### src/rtl/uart_pwm_pkg.sv
// uart_pwm_pkg: shared states and protocol bytes for the UART PWM LED controller
package uart_pwm_pkg;
    typedef enum logic [1:0] {IDLE, GET_CH, GET_DUTY, EXEC} parser_state_t;
    typedef enum logic [1:0] {RX_IDLE, RX_START, RX_DATA, RX_STOP} rx_state_t;
    localparam logic [7:0] SYNC_BYTE = 8'hA5;
    localparam logic [7:0] ACK_BYTE  = 8'h06;
    localparam logic [7:0] NAK_BYTE  = 8'h15;
endpackage

### src/rtl/uart_rx_8n1.sv
// uart_rx_8n1: synchronised 8N1 receiver with mid-bit sampling, start glitch rejection and stop check
module uart_rx_8n1
    import uart_pwm_pkg::*;
#(
    parameter int CLKS_PER_BIT = 217
) (
    input  logic       pll_clk,
    input  logic       rst_n,
    input  logic       rx,
    output logic [7:0] rx_data,
    output logic       rx_valid,
    output logic       frame_err
);
    localparam int CW = $clog2(CLKS_PER_BIT);
    localparam logic [CW-1:0] BIT_END  = CW'(CLKS_PER_BIT - 1);
    localparam logic [CW-1:0] HALF_END = CW'(CLKS_PER_BIT / 2 - 1);
    rx_state_t state, state_n;
    logic [2:0] sync;
    logic [CW-1:0] cnt, cnt_n;
    logic [2:0] idx, idx_n;
    logic [7:0] sh_n;
    logic valid_n, err_n;
    always_ff @(posedge pll_clk or negedge rst_n)
        if (!rst_n) begin
            sync      <= '1;
            state     <= RX_IDLE;
            cnt       <= '0;
            idx       <= '0;
            rx_data   <= '0;
            rx_valid  <= 1'b0;
            frame_err <= 1'b0;
        end else begin
            sync      <= {sync[1:0], rx};
            state     <= state_n;
            cnt       <= cnt_n;
            idx       <= idx_n;
            rx_data   <= sh_n;
            rx_valid  <= valid_n;
            frame_err <= err_n;
        end
    always_comb begin
        state_n = state;
        cnt_n   = cnt + 1'b1;
        idx_n   = idx;
        sh_n    = rx_data;
        valid_n = 1'b0;
        err_n   = 1'b0;
        case (state)
            RX_IDLE: begin
                cnt_n   = '0;
                state_n = (sync[2] && !sync[1]) ? RX_START : RX_IDLE;
            end
            RX_START: if (cnt == HALF_END) begin
                cnt_n   = '0;
                idx_n   = '0;
                state_n = sync[1] ? RX_IDLE : RX_DATA;
            end
            RX_DATA: if (cnt == BIT_END) begin
                cnt_n   = '0;
                idx_n   = idx + 1'b1;
                sh_n    = {sync[1], rx_data[7:1]};
                state_n = &idx ? RX_STOP : RX_DATA;
            end
            RX_STOP: if (cnt == BIT_END) begin
                state_n = RX_IDLE;
                valid_n = sync[1];
                err_n   = !sync[1];
            end
            default: state_n = RX_IDLE;
        endcase
    end
endmodule

### src/rtl/uart_pwm_led_ctrl.sv
// uart_pwm_led_ctrl: UART command parser driving period-aligned PWM LED channels with ACK/NAK replies
module uart_pwm_led_ctrl
    import uart_pwm_pkg::*;
#(
    parameter int N_CH = 11,
    parameter int PWM_BITS = 8,
    parameter int CLKS_PER_BIT = 217,
    parameter int TIMEOUT_CLKS = 65536,
    parameter logic [N_CH-1:0] ACTIVE_LOW_MASK = N_CH'(3'b111)
) (
    input  logic            pll_clk,
    input  logic            rst_n,
    input  logic            uart_rx_i,
    output logic            uart_tx_o,
    output logic [N_CH-1:0] led_o,
    output logic            frame_err_o,
    output logic [15:0]     cmd_count_o
);
    localparam int CW = $clog2(CLKS_PER_BIT);
    localparam int TW = $clog2(TIMEOUT_CLKS) + 1;
    localparam logic [CW-1:0] BIT_END = CW'(CLKS_PER_BIT - 1);
    localparam logic [TW-1:0] TMO_END = TW'(TIMEOUT_CLKS - 1);
    localparam logic [7:0] N_CH_B = 8'(N_CH);
    logic [7:0] rx_data;
    logic rx_valid;
    parser_state_t ps, ps_n;
    logic [7:0] ch_q, ch_n;
    logic [PWM_BITS-1:0] duty_q, duty_n, cnt;
    logic [TW-1:0] tmo;
    logic exec, hit;
    logic [N_CH-1:0] raw;
    logic [7:0] resp, go_b, pend_b;
    logic pend_v, tx_busy, tx_free, go;
    logic [8:0] tx_sh;
    logic [3:0] tx_left;
    logic [CW-1:0] tx_cnt;

    uart_rx_8n1 #(.CLKS_PER_BIT(CLKS_PER_BIT)) u_rx (
        .pll_clk   (pll_clk),
        .rst_n     (rst_n),
        .rx        (uart_rx_i),
        .rx_data   (rx_data),
        .rx_valid  (rx_valid),
        .frame_err (frame_err_o)
    );

    always_ff @(posedge pll_clk or negedge rst_n)
        if (!rst_n) begin
            ps          <= IDLE;
            ch_q        <= '0;
            duty_q      <= '0;
            tmo         <= '0;
            cnt         <= '0;
            cmd_count_o <= '0;
            led_o       <= ACTIVE_LOW_MASK;
        end else begin
            ps          <= ps_n;
            ch_q        <= ch_n;
            duty_q      <= duty_n;
            tmo         <= (rx_valid || ps == IDLE || ps == EXEC) ? '0 : tmo + 1'b1;
            cnt         <= cnt + 1'b1;
            cmd_count_o <= hit ? cmd_count_o + 1'b1 : cmd_count_o;
            led_o       <= raw ^ ACTIVE_LOW_MASK;
        end
    always_comb begin
        ps_n   = ps;
        ch_n   = ch_q;
        duty_n = duty_q;
        case (ps)
            IDLE:     ps_n = (rx_valid && rx_data == SYNC_BYTE) ? GET_CH : IDLE;
            GET_CH: begin
                ch_n = rx_valid ? rx_data : ch_q;
                ps_n = rx_valid ? GET_DUTY : (tmo == TMO_END ? IDLE : GET_CH);
            end
            GET_DUTY: begin
                duty_n = rx_valid ? PWM_BITS'(rx_data) : duty_q;
                ps_n   = rx_valid ? EXEC : (tmo == TMO_END ? IDLE : GET_DUTY);
            end
            default:  ps_n = IDLE;
        endcase
        if (frame_err_o) ps_n = IDLE;
    end
    assign exec = ps == EXEC;
    assign hit  = exec && ch_q < N_CH_B;

    for (genvar i = 0; i < N_CH; i++) begin : g_ch
        logic [PWM_BITS-1:0] shadow, duty;
        logic wr;
        assign wr     = hit && ch_q == 8'(i);
        assign raw[i] = cnt < duty;
        always_ff @(posedge pll_clk or negedge rst_n)
            if (!rst_n) begin
                shadow <= '0;
                duty   <= '0;
            end else begin
                if (wr) shadow <= duty_q;
                if (&cnt) duty <= wr ? duty_q : shadow;
            end
    end

    assign resp    = hit ? ACK_BYTE : NAK_BYTE;
    assign tx_free = !tx_busy || (tx_cnt == BIT_END && tx_left == '0);
    assign go      = tx_free && (exec || pend_v);
    assign go_b    = exec ? resp : pend_b;
    always_ff @(posedge pll_clk or negedge rst_n)
        if (!rst_n) begin
            uart_tx_o <= 1'b1;
            tx_busy   <= 1'b0;
            tx_sh     <= '1;
            tx_left   <= '0;
            tx_cnt    <= '0;
            pend_v    <= 1'b0;
            pend_b    <= '0;
        end else begin
            if (exec && !tx_free) begin
                pend_v <= 1'b1;
                pend_b <= resp;
            end else if (go) pend_v <= 1'b0;
            if (go) begin
                uart_tx_o <= 1'b0;
                tx_sh     <= {1'b1, go_b};
                tx_left   <= 4'd9;
                tx_cnt    <= '0;
                tx_busy   <= 1'b1;
            end else if (tx_busy) begin
                tx_cnt <= tx_cnt == BIT_END ? '0 : tx_cnt + 1'b1;
                if (tx_cnt == BIT_END && tx_left == '0) tx_busy <= 1'b0;
                else if (tx_cnt == BIT_END) begin
                    uart_tx_o <= tx_sh[0];
                    tx_sh     <= {1'b1, tx_sh[8:1]};
                    tx_left   <= tx_left - 1'b1;
                end
            end
        end
endmodule

### config.mk
export PLATFORM = sky130hd
export DESIGN_NAME = uart_pwm_led_ctrl
export DESIGN_NICKNAME = d
export VERILOG_FILES = /design/src/rtl/uart_pwm_pkg.sv /design/src/rtl/uart_rx_8n1.sv /design/src/rtl/uart_pwm_led_ctrl.sv
export SDC_FILE = /design/constraint.sdc
export NUM_CORES = 1
export LEC_CHECK = 0
export CAP_MARGIN = 20
export CORE_MARGIN = 1
export CORE_UTILIZATION = 64
export CTS_BUF_LIST = sky130_fd_sc_hd__clkbuf_8
export DETAILED_ROUTE_END_ITERATION = 6
export HOLD_SLACK_MARGIN = 0.12
export PLACE_DENSITY_LB_ADDON = 0.05
export RECOVER_POWER = 100
export SYNTH_ARGS = -nofsm -noshare
export SYNTH_HDL_FRONTEND = slang
export SYNTH_HIERARCHICAL = 1
export SYNTH_SLANG_ARGS = --single-unit
export TNS_END_PERCENT = 100
### constraint.sdc
create_clock -name pll_clk -period 2.66 [get_ports pll_clk]
set_input_delay 0.532 -clock pll_clk [delete_from_list [all_inputs] [get_ports pll_clk]]
set_output_delay 0.532 -clock pll_clk [all_outputs]
set_load 0.02 [all_outputs]
==> flow_metrics.env <==
export IMPL_end_kind="flop"
export IMPL_path_delay_family="simple AND/OR/NAND/NOR gates"
export IMPL_first_pass_iters=4
export IMPL_worstSetupStartpointType="flop"
export IMPL_cts_buffers_inserted=50
export IMPL_finClkSkew_ns=0.0123
export IMPL_layout_nets=1281
export IMPL_ys_ff_latch=298
export IMPL_syn_inst=1106
export IMPL_antenna_cells=0
export IMPL_cts_sinks=298
export IMPL_finalWeightedCongestion=0.776
export IMPL_yosys_area_top_type="dfrtp_1"
export IMPL_yosysWarnings=6
export IMPL_cts_root_buf="clkbuf_8"
export IMPL_drcViolationCount=0
export IMPL_synthSimpleGateAreaFrac_pct=9.40
export IMPL_synth_top_family_by_area="multiplexers"
export IMPL_htree_levels=2
export IMPL_synthAdderAreaFrac_pct=7.93
export IMPL_ir_drop_v=0.000609
export IMPL_hpwlAfterDp_um=16200
export IMPL_muxShareOfSynthArea_pct=16.6
export IMPL_finalWirelength_um=26300
export IMPL_gr_total_overflow=0
export IMPL_final_max_slew_viol_count=0
export IMPL_yosysUniqueCellTypes=65
export IMPL_p_leak_nw=7.71
export IMPL_crit_fanout=9
export IMPL_syn_area_per_cell_sq_um=12.5
export IMPL_cp_data_required_time_ns=3.09
export IMPL_cp_common_cell="buf_4"
export IMPL_power_density_mw_per_mm2=575
export IMPL_period_share_pct=90.2
export IMPL_tritoncts="built"
export IMPL_cp_arrival_ns=2.83
export IMPL_layout_min_cycle_time_ns=2.40
export IMPL_synthTopCellsByArea="dfrtp_1 (51%), mux2_2 (16%), ha_1 (7.9%)"
export IMPL_fp_dieW_um=149
export IMPL_vias_per_cell=5.74
export IMPL_fmax_mhz=417
export IMPL_syn_cell_area_sq_mm=0.0139
export IMPL_status="finished clean"
export IMPL_cts_resized=0
export IMPL_post_cts_buffers=0
export IMPL_synth_edf_count=0
export IMPL_dpl_cell_area_sq_mm=0.0147
export IMPL_synth_compound_area_share_pct=6.12
export IMPL_max_clock_path_buffers=3
export IMPL_die_y_um=149
export IMPL_initial_core_util_pct=65.6
export IMPL_area_delta_synth_final_pct=12.7
export IMPL_clk_pin_slew_ns=0.06
export IMPL_setup_viol=0
export IMPL_fin_area_sq_mm=0.0156
export IMPL_synthXorXnorAreaFrac_pct=2.52
export IMPL_grt_antenna_before_repair=1
export IMPL_yosys_most_used_dff="dfrtp_1"
export IMPL_synth_top_area_share_pct=51.0
export IMPL_syn_nets=1197
export IMPL_drv_cap=0
export IMPL_hold_viol_final=0
export IMPL_grt_pass1_vias=8863
export IMPL_crit_type="reg -> reg"
export IMPL_dieArea_sq_mm=0.0223
export IMPL_setup_tns_ns=0
export IMPL_drtAntennaViolNets=0
export IMPL_first_iter_violations=410
export IMPL_synth_async_sr_flop_share_pct=100
export IMPL_hold_class="reg -> reg"
export IMPL_tightestPinTransition_ns=1.45
export IMPL_grt_usage_pct=25.7
export IMPL_clock_latency_ns=0.56
export IMPL_cp_slowest_cell="or4_1"
export IMPL_layout_drive_gt1_share_pct=22.8
export IMPL_mostFrequentLayoutCell="dfrtp_1"
export IMPL_critical_path_max_stage_delay_ns=0.51
export IMPL_fp_row_count=53
export IMPL_slew_headroom_pct=3.37
export IMPL_synth_seq_area_share_pct=53.9
export IMPL_rsz0062_at_grt="false"
export IMPL_final_cell_mix="dfrtp_1 (283), mux2_2 (159), inv_1 (117)"
export IMPL_crit_buf_inv=2
export IMPL_crit_chain="or4_1 > buf_4 > nor4_1 > buf_4 > mux2_1 > mux2_2"
export IMPL_grt_max_degree=72
export IMPL_grt_pass1_wl_um=44700
export IMPL_vias=8633
export IMPL_io_pins=32
export IMPL_fp_coreArea_sq_mm=0.0212
export IMPL_portBuffers=31
export IMPL_wl_per_cell_um=17.5
## final timing paths
check	to	slack (ns)	depth (start not counted)	from
max	g_ch[4].duty[4]	0.26	6	ch_q[7]
min	u_rx/sync[1]	0.36	0	u_rx/sync[0]
max reg2reg	g_ch[4].duty[4]	0.26	6	ch_q[7]
min reg2reg	u_rx/sync[1]	0.36	0	u_rx/sync[0]
max in group asynchronous	g_ch[0].duty[4]	0.50	3	rst_n
min in group asynchronous	g_ch[2].duty[6]	0.87	2	rst_n
## cells by family (layout without fill, tap and decap cells)
logic type | Yosys count | in the layout
AND/OR/NAND/NOR | 221 | 221
XOR/XNOR | 40 | 40
flip-flops | 298 | 298
multiplexers | 205 | 205
adder cells (fa/ha/maj) | 88 | 88
buffers and inverters | 128 | 252
AO/OA/AOI/OAI | 126 | 126
## state kept, by name, indices dropped and copies added, names as in the netlist, 2 cells and up, named ones only
signal        flops
cnt               8
tx_cnt            8
u_rx/sync         3
tx_left           4
ch_q              8
led_o            11
u_rx/cnt          8
duty_q            8
u_rx/idx          3
tmo              17
u_rx/rx_data      8
g_ch.shadow      88
cmd_count_o      16
ps                2
tx_sh             8
pend_b            3
g_ch.duty        88
## what timing repair did
action                                  4_1_cts  5_1_grt
endpoints found under the setup margin        0        0
hold buffers                                  1        0
hold endpoints to repair                     50        0
## power by group
part	switching, W	internal, W
registers	0.0000966	0.00460
clock network	0.00175	0.00226
logic	0.000174	0.000115
## layout make-up
type                    count  area [sq um]
fillers                  1471          5510
multi-input cells         680          5850
inverters                  96           360
repair buffers             64           581
clock buffers              68           936
flip-flops and latches    298          7480
clock inverters            24          93.8
well taps                 275           344
## routing by layer
layer  vias up  wire length, um  GRT usage, %  share of wire [%]
met1      4352            12100          34.5                 46
met4         0              546          9.39                2.1
met3        42              809          4.13                3.1
met5         -                0             0                  0
met2       127            12900          42.2                 49
li1       4112                -             -                  -
## synth_stat cells (3+ instances only)
master	instances
dfrtp_1	283
mux2_2	198
inv_1	96
ha_1	88
nand2_1	58
a21oi_1	38
nand3_1	31
nor2_1	29
xnor2_1	28
o21ai_0	25
clkbuf_1	22
dfstp_2	15
nand4_1	15
nor2b_1	13
xor2_1	12
a21o_1	11
nor3_1	10
a31oi_1	8
a41o_1	8
and3_1	8
nand2b_1	7
nand4b_1	7
nor4_1	6
a211oi_1	5
a22o_1	5
buf_1	5
nor3_4	5
or3_1	5
buf_2	4
mux2i_1	4
nor4bb_1	4
o221ai_1	4
o311ai_0	4
a41oi_1	3
mux2_1	3
or2_2	3
## through the flow
step           power [W]  utilization (%)  hold WS [ns]  cells  setup slack, ns
6_report         0.00900             73.9         0.362   1505            0.261
5_1_grt          0.00938             73.9         0.368   1505            0.161
4_1_cts          0.00913             74.5         0.359   1504            0.200
3_5_place_dp     0.00509             69.6         0.351   1411            0.211
3_3_place_gp     0.00508             69.6         0.347   1411            0.273
2_1_floorplan    0.00494                -         0.236   1106            0.420
Note: power is estimated with default switching activity, not from simulation.
